==> config.mk <==
export PLATFORM = sky130hd
export DESIGN_NAME = phy_tx_scheduler
export DESIGN_NICKNAME = d
export VERILOG_FILES = /design/src/rtl/phy_tx_scheduler.sv
export SDC_FILE = /design/constraint.sdc
export NUM_CORES = 1
export LEC_CHECK = 0
export ABC_AREA = 1
export BUFFER_PORTS_ARGS = -buffer_cell sky130_fd_sc_hd__buf_2
export CORE_ASPECT_RATIO = 1.4
export CORE_MARGIN = 2
export CORE_UTILIZATION = 52
export CTS_CLUSTER_SIZE = 12
export DETAILED_ROUTE_END_ITERATION = 16
export MAX_ROUTING_LAYER = met4
export PLACE_DENSITY = 0.88
export REMOVE_ABC_BUFFERS = 1
export SYNTH_ARGS = -nofsm -noshare
export SYNTH_HDL_FRONTEND = slang
export SYNTH_SLANG_ARGS = --single-unit
==> constraint.sdc <==
create_clock -name clk_f -period 3.9 [get_ports clk_f]
set_clock_uncertainty 0.15 [all_clocks]
set_input_delay 0.39 -clock clk_f [delete_from_list [all_inputs] [get_ports clk_f]]
set_output_delay 0.39 -clock clk_f [all_outputs]
set_load 0.05 [all_outputs]
==> src/rtl/phy_tx_scheduler.sv <==
// Purpose: holds the PHY_TX lane in a training window, then round-robins two requesters onto data_in/valid_in.
// Latency: one clk_f cycle from an accepted word (reqN_valid & reqN_ready) to data_out/valid_out.
// Backpressure: at most one reqN_ready per cycle; none during training or on a retrain pulse; burst capped at BURST_MAX.
//
// Ports:
//   clk_f, reset        word clock, asynchronous active-high reset
//   retrain             single-cycle pulse, re-enters the training window
//   reqN_valid/_data    requester N word offer (N = 0, 1); valid must not depend on ready
//   reqN_ready          requester N word accepted this cycle
//   data_out/valid_out  registered word to PHY_TX data_in/valid_in
//   training            registered, high while the lane is training
//   words_sent          registered count of forwarded words, wraps
`timescale 1ns/1ps
module phy_tx_scheduler #(
  parameter int DATA_WIDTH   = 32,
  parameter int TRAIN_CYCLES = 16,
  parameter int BURST_MAX    = 4,
  parameter int CNT_WIDTH    = 16
) (
  input  logic                  clk_f,
  input  logic                  reset,
  input  logic                  retrain,
  input  logic                  req0_valid,
  input  logic [DATA_WIDTH-1:0] req0_data,
  output logic                  req0_ready,
  input  logic                  req1_valid,
  input  logic [DATA_WIDTH-1:0] req1_data,
  output logic                  req1_ready,
  output logic [DATA_WIDTH-1:0] data_out,
  output logic                  valid_out,
  output logic                  training,
  output logic [CNT_WIDTH-1:0]  words_sent
);

  localparam int TW = $clog2(TRAIN_CYCLES + 1);
  localparam int BW = $clog2(BURST_MAX + 1);
  localparam logic [TW-1:0] TRAIN_LAST = TW'(TRAIN_CYCLES - 1);
  localparam logic [BW-1:0] BURST_TOP  = BW'(BURST_MAX);

  typedef enum logic {TRAIN, RUN} state_t;

  state_t          state_q, state_d;
  logic [TW-1:0]   train_cnt_q, train_cnt_d;
  logic            owner_q, owner_d;
  logic [BW-1:0]   burst_cnt_q, burst_cnt_d;
  logic            sel_vld;
  logic            sel_idx;
  logic            cur_vld, oth_vld;
  logic [DATA_WIDTH-1:0] sel_dat;

  // cur is the requester currently holding the burst, oth the one waiting.
  assign cur_vld = owner_q ? req1_valid : req0_valid;
  assign oth_vld = owner_q ? req0_valid : req1_valid;

  always_comb begin
    state_d     = state_q;
    train_cnt_d = train_cnt_q;
    owner_d     = owner_q;
    burst_cnt_d = burst_cnt_q;
    sel_vld     = 1'b0;
    sel_idx     = owner_q;
    if (retrain) begin
      state_d     = TRAIN;
      train_cnt_d = '0;
      burst_cnt_d = '0;
    end else begin
      case (state_q)
        TRAIN: begin
          if (train_cnt_q == TRAIN_LAST) begin
            state_d     = RUN;
            train_cnt_d = '0;
          end else begin
            train_cnt_d = train_cnt_q + TW'(1);
          end
        end
        RUN: begin
          // The owner keeps the lane until its burst is used up, unless nobody else wants it.
          if (cur_vld && ((burst_cnt_q < BURST_TOP) || !oth_vld)) begin
            sel_vld = 1'b1;
            sel_idx = owner_q;
          end else if (oth_vld) begin
            sel_vld = 1'b1;
            sel_idx = ~owner_q;
          end
          if (sel_vld) begin
            if (sel_idx == owner_q) begin
              burst_cnt_d = (burst_cnt_q == BURST_TOP) ? BURST_TOP : burst_cnt_q + BW'(1);
            end else begin
              owner_d     = sel_idx;
              burst_cnt_d = BW'(1);
            end
          end else begin
            // An idle cycle ends the burst; owner is kept so round-robin order survives.
            burst_cnt_d = '0;
          end
        end
        default: state_d = TRAIN;
      endcase
    end
  end

  assign req0_ready = sel_vld & ~sel_idx;
  assign req1_ready = sel_vld &  sel_idx;
  assign sel_dat    = sel_idx ? req1_data : req0_data;

  // Owner resets to requester 0 so requester 0 takes the first grant after reset.
  always_ff @(posedge clk_f or posedge reset) begin
    if (reset) begin
      state_q     <= TRAIN;
      train_cnt_q <= '0;
      owner_q     <= 1'b0;
      burst_cnt_q <= '0;
    end else begin
      state_q     <= state_d;
      train_cnt_q <= train_cnt_d;
      owner_q     <= owner_d;
      burst_cnt_q <= burst_cnt_d;
    end
  end

  always_ff @(posedge clk_f or posedge reset) begin
    if (reset) begin
      training   <= 1'b1;
      data_out   <= '0;
      valid_out  <= 1'b0;
      words_sent <= '0;
    end else begin
      training <= (state_d == TRAIN);
      if (retrain || (state_q == TRAIN)) begin
        // Zero data while training so PHY_TX sees a clean idle bus.
        data_out  <= '0;
        valid_out <= 1'b0;
      end else if (sel_vld) begin
        data_out   <= sel_dat;
        valid_out  <= 1'b1;
        words_sent <= words_sent + CNT_WIDTH'(1);
      end else begin
        valid_out <= 1'b0;
      end
    end
  end

endmodule
# [Word-level counts from Yosys, hierarchy flattened]
# Cells that the tools add are included.
[totals] ff_bits=60 inputBits=69 word_cells=63
[classes] n_addsub=3 order_cmp=1 n_eq_ne=4 muxes=30 n_bitwise=9 reduce_logical=8
[ops] cell="2-to-1 mux 32 bit" count=3
[ops] cell="2-to-1 mux 1 bit" count=19
[ops] cell="adder 16 x 1 -> 16 bit (second input constant)" count=1
[ops] cell="2-to-1 mux 3 bit" count=5
[ops] cell="2-to-1 mux 5 bit" count=3
[ops] cell="inverter 1 bit" count=7
[ops] cell="adder 5 x 1 -> 5 bit (second input constant)" count=1
[ops] cell="== test 5 x 4 -> 1 bit (second input constant)" count=1
[ops] cell="AND reduction 4 bit" count=1
[ops] cell="nonzero test 2 bit" count=2
[ops] cell="adder 3 x 1 -> 3 bit (second input constant)" count=1
[ops] cell="== test 3 bit (second input constant)" count=1
[ops] cell="less-than comparator 3 bit (second input constant)" count=1
[ops] cell="AND 1 bit" count=2
[ops] cell="logical OR 1 bit" count=2
[ops] cell="!= test 2 bit (second input constant)" count=1
[ops] cell="AND reduction 2 bit" count=1
[ops] cell="== test 1 bit" count=1
[ops] cell="logical AND 1 bit" count=1
[ops] cell="zero test 1 bit" count=1

# [Longest topological paths before layout]
[logic_depth] ltp_word=12 mapped_depth=9 ltp_nobuf=9

# [Worst setup path after synthesis]
# Ideal clock, no wire load.
[synth_path] path_type="register to output" start="register owner_q" end="output port req0_ready" t_arrival_ps=1752 slack_ps=1608 stages_incl_launch_ff=7 path_cell_list="dfrtp_1 nand2_1 nand3_2 nand2_2 nand2_4 buf_2 a21oi_1"
[synth_between] elab_chain_cells=11 elab_cells_between_ends=20
[synth_lines] item="from (decl)" line_no="44" source="logic owner_q, owner_d;"
[synth_lines] item="from (signal assigned)" line_no="116" source="owner_q <= owner_d;"
[synth_lines] item="2-to-1 mux 1 bit" line_no="53" source="assign oth_vld = owner_q ? req0_valid : req1_valid;"
[synth_lines] item="zero test 1 bit" line_no="78" source="if (cur_vld && ((burst_cnt_q < BURST_TOP) || !oth_vld)) begin"
[synth_lines] item="logical OR 1 bit" line_no="78"
[synth_lines] item="logical AND 1 bit" line_no="78"
[synth_lines] item="2-to-1 mux 1 bit" line_no="78"
[synth_lines] item="2-to-1 mux 1 bit" line_no="67" source="case (state_q)"
[synth_lines] item="2-to-1 mux 1 bit" line_no="62" source="if (retrain) begin"
[synth_lines] item="2-to-1 mux 1 bit" line_no="67"
[synth_lines] item="2-to-1 mux 1 bit" line_no="62"
[synth_lines] item="inverter 1 bit" line_no="102" source="assign req0_ready = sel_vld & ~sel_idx;"
[synth_lines] item="AND 1 bit (*)" line_no="102"
[synth_lines] item="to (decl)" line_no="25" source="output logic req0_ready,"
# Mark *: on every way between the ends. The rest lies on a longest branch, timed or not. The select of a mux whose other input is x is not followed.

# [Worst setup path after layout]
[layout_path] start="register owner_q" end="output port req1_ready"
[layout_between] elab_chain_cells=10 elab_cells_between_ends=19
[layout_lines] item="2-to-1 mux 1 bit" line_no="53"
[layout_lines] item="zero test 1 bit" line_no="78"
[layout_lines] item="logical OR 1 bit" line_no="78"
[layout_lines] item="logical AND 1 bit" line_no="78"
[layout_lines] item="2-to-1 mux 1 bit" line_no="78"
[layout_lines] item="2-to-1 mux 1 bit" line_no="67"
[layout_lines] item="2-to-1 mux 1 bit" line_no="62"
[layout_lines] item="2-to-1 mux 1 bit" line_no="67"
[layout_lines] item="2-to-1 mux 1 bit" line_no="62"
[layout_lines] item="AND 1 bit (*)" line_no="103" source="assign req1_ready = sel_vld & sel_idx;"
[layout_lines] item="to (decl)" line_no="28" source="output logic req1_ready,"
# Marks and branches as above.

==> impl_summary.log <==
[metrics] outcome: complete, no violations
[metrics] mean area per synthesized cell: 8.32 um^2
[metrics] die height: roughly 95 um
[metrics] number of storage elements in the synthesis netlist: 60
[metrics] count of boundary I/O pins: roughly 120
[metrics] final hold violations: 0
[metrics] worst hold path class: input port to asynchronous set/reset pin
[metrics] Cell Pwr Density: 324 mW/mm^2
[metrics] Worst R2R Path Depth: 5
[metrics] most used cells in the layout excluding fill and tap cells: 120 x buf_2, 88 x nand2_1, 75 x nand3_1
[metrics] final total negative setup slack: 0 ns
[metrics] H-tree depth reported by CTS: 3
[metrics] detailed-route via count: approximately 3100
[metrics] Period Utilization, post-route: between 70% and 80%
[metrics] final weighted congestion in routability-driven placement: about 0.9
[metrics] Max rail drop VDD: approximately 0.18 mV
[metrics] gr usage total: 26.1%
[metrics] maximum frequency from static timing analysis: ~340 MHz
[metrics] fill cell instance count of the final layout: approximately 480
[metrics] cell-by-cell listing of the critical path: nand2_1 -> nand3_2 -> nand2_2 -> nand2_4 -> nor2_1 -> buf_2
[metrics] most common library cell in the layout ignoring fill and taps: buf_2
[metrics] residual DRC count: 0
[metrics] maximum clock path buffer count: 2
[metrics] Reg clk slew, reported paths: approximately 0.070 ns
[metrics] internal cell power: roughly 0.92 mW
[metrics] TritonCTS buffer count: 9
[metrics] fraction of the core area covered by cells at the end of the flow: approximately 66%
[metrics] area of the die: 0.00651 mm^2
[metrics] placeable core region: about 0.0058 mm^2
[metrics] number of buffer and inverter stages on the critical path: 1
[metrics] fraction of final layout cells with drive strength greater than 1: 30.3%
[metrics] Syn Inst Count: roughly 370
[metrics] worst reg2reg path endpoint: data_out[2]$_DFFE_PP0P_
[metrics] type of element launching the critical path: flip-flop
[metrics] Crit path largest cell delay: 0.50 ns
[metrics] critical path's slowest cell: nand2_2
[metrics] crit path kind: flip-flop to output pin
[metrics] post-synthesis cell area: between 0.003 and 0.004 mm^2
[metrics] Sequential Power Share: 51.6%
[metrics] category of cells accounting for the largest share of critical-path delay: simple AND/OR/NAND/NOR gates
[metrics] share of the yosys chip area belonging to registers: 49.2%
[metrics] remaining max-slew budget at the tightest pin: 18.5%
[metrics] Net Sw Power: 0.315 mW
[metrics] first-pass GRT wire length: around 13 mm
[metrics] latest clock arrival within the worst-skew pair: about 0.33 ns
[metrics] DRT Wirelength: between 7 and 8 mm
[metrics] Initial Util: a little over half
[metrics] remaining number of nets flagged by the antenna check after routing: 0
[metrics] area growth from synthesis to layout: 24.8%
[metrics] WP data required: 3.36 ns
[metrics] Detailed Routing Iterations Pass 1: 5
[metrics] final setup violating endpoints: 0
[metrics] vias in the first global route: 2929
[metrics] async set-or-reset flop fraction in the synthesized netlist: between 90% and 100%
[metrics] data arrival time of the critical path: about 2.4 ns
[metrics] Post-CTS Hold Buffers: 0
[metrics] Sw Ratio: 25.5%
[metrics] number of synthesis warnings: 0
[metrics] Iteration-0 DRC Markers: 226
[metrics] leakage power total: slightly above 2 nW
[metrics] clock tree from TritonCTS: built
[metrics] # clock sinks: 60
[metrics] number of distinct library cell variants in the gate-level netlist after synthesis: 27
[metrics] setup slack of the worst register-to-register path: 1.79 ns
[metrics] via-per-instance ratio: 5.52
[metrics] count of antenna diodes in the layout: 0
[metrics] number of violations of the max-capacitance limit: 0
[metrics] die width: 68.8 um
[metrics] antenna violations before repair: 0
[metrics] crit end category: output pin
[metrics] Post-synth EDFFs: 0
[metrics] number of setup buffers added after CTS: 0
[metrics] worst-path maximum fanout: 34
[metrics] proportion of power drawn by the clock network: a little under two fifths
[metrics] buffer cell driving the clock tree root: clkbuf_8
[metrics] Crit Reg-Reg Startpoint: state_q$_DFF_PP0_
[metrics] GRT Residual Overflow: 0
[metrics] dpl hpwl: roughly 5.4 mm
[metrics] most frequently used flop master after synthesis: dfrtp_1
[metrics] Port Buffer Count: 120
[metrics] detailed-route wire length per cell: ~14 um
[metrics] Final Max Tran Viols: 0
[metrics] maximum number of pins on one net before global-route repair: 48
[metrics] cell row count: 33
[metrics] count of nets after finishing: ~550
[metrics] post-layout minimum cycle time: between 2 and 3 ns
[metrics] Logic pwr share: about a tenth
[metrics] actual slew at the worst max-slew pin: ~1.2 ns
[metrics] setup repair after global routing missed its margin: no
[metrics] number of gates resized after cts: 0
==> synth_stat cells (3+ instances only) <==
cell	number	area share, %
nor2_1	21	2.6
nor3_1	5	0.82
xnor2_1	6	1.7
nand3_1	75	12
clkbuf_1	3	0.37
xor2_1	7	2.0
nand2_1	88	11
nand2_2	4	0.82
dfrtp_1	59	48
inv_1	20	2.5
ha_1	4	1.6
nand4_1	33	6.8
o21ai_0	9	1.5
buf_6	3	1.1
buf_2	14	2.3
==> power by group through the flow <==
stage               Combinational, mW  Sequential [mW]  Clock [mW]
CTS                             0.126            0.637       0.478
finish                          0.125            0.637       0.471
global placement                0.124            0.647           0
global route                    0.140            0.637       0.511
detailed placement              0.126            0.648           0
floorplan                      0.0607            0.653           0
==> state kept, by name, summed over array words and instances, names as in the netlist <==
signal / count
data_out: 32
words_sent: 16
train_cnt_q: 5
burst_cnt_q: 3
owner_q: 1
state_q: 1
training: 1
valid_out: 1
==> worst max-delay path by stage <==
stage | slack, ns | cells after the start | startpoint | endpoint
global route | 0.76 | 7 | owner_q$_DFFE_PP0P_ | req1_ready
floorplan | -0.05 | 7 | retrain | words_sent[11]$_DFFE_PP0P_
finish | 0.96 | 6 | owner_q$_DFFE_PP0P_ | req1_ready
detailed placement | 1.23 | 8 | req0_valid | req1_ready
CTS | 0.96 | 6 | owner_q$_DFFE_PP0P_ | req1_ready
global placement | 1.26 | 8 | req0_valid | req1_ready
==> cells by family after synthesis <==
family,share of synthesized area [%]
compound gates,2.54
xor+xnor,3.73
fa+ha+maj,1.64
buf+inv,6.48
flops,49.2
simple gates,36.4
==> metal layers <==
metal  global-route usage (%)  wire length, um  vias to the layer above
li1                         -                -                     1470
met1                     30.3             2940                     1443
met2                     42.7             3920                      127
met3                     3.46              431                       26
met4                     14.4              258                        0
met5                        -                0                        -
==> final cells by class <==
cell class	instances	area (um^2)	area share, %
clock buffers	16	160	4.20
inverters	22	82.6	2.17
multi-input cells	265	1360	35.8
flip-flops and latches	60	1500	39.4
well taps	70	87.6	2.30
repair buffers	122	616	16.2
==> stage by stage <==
step	power (mW)	setup WS [ns]	instance area, um^2	instances	hold slack, ns
after floorplan	0.713	-0.0459	2940	347	0.306
after global placement	0.772	1.26	3650	539	0.326
after detailed placement	0.774	1.23	3650	539	0.331
after CTS	1.24	0.958	3810	555	0.0973
after global routing	1.29	0.762	3810	555	0.114
final	1.23	0.959	3810	555	0.103
Note: power is estimated with default switching activity, not from simulation.
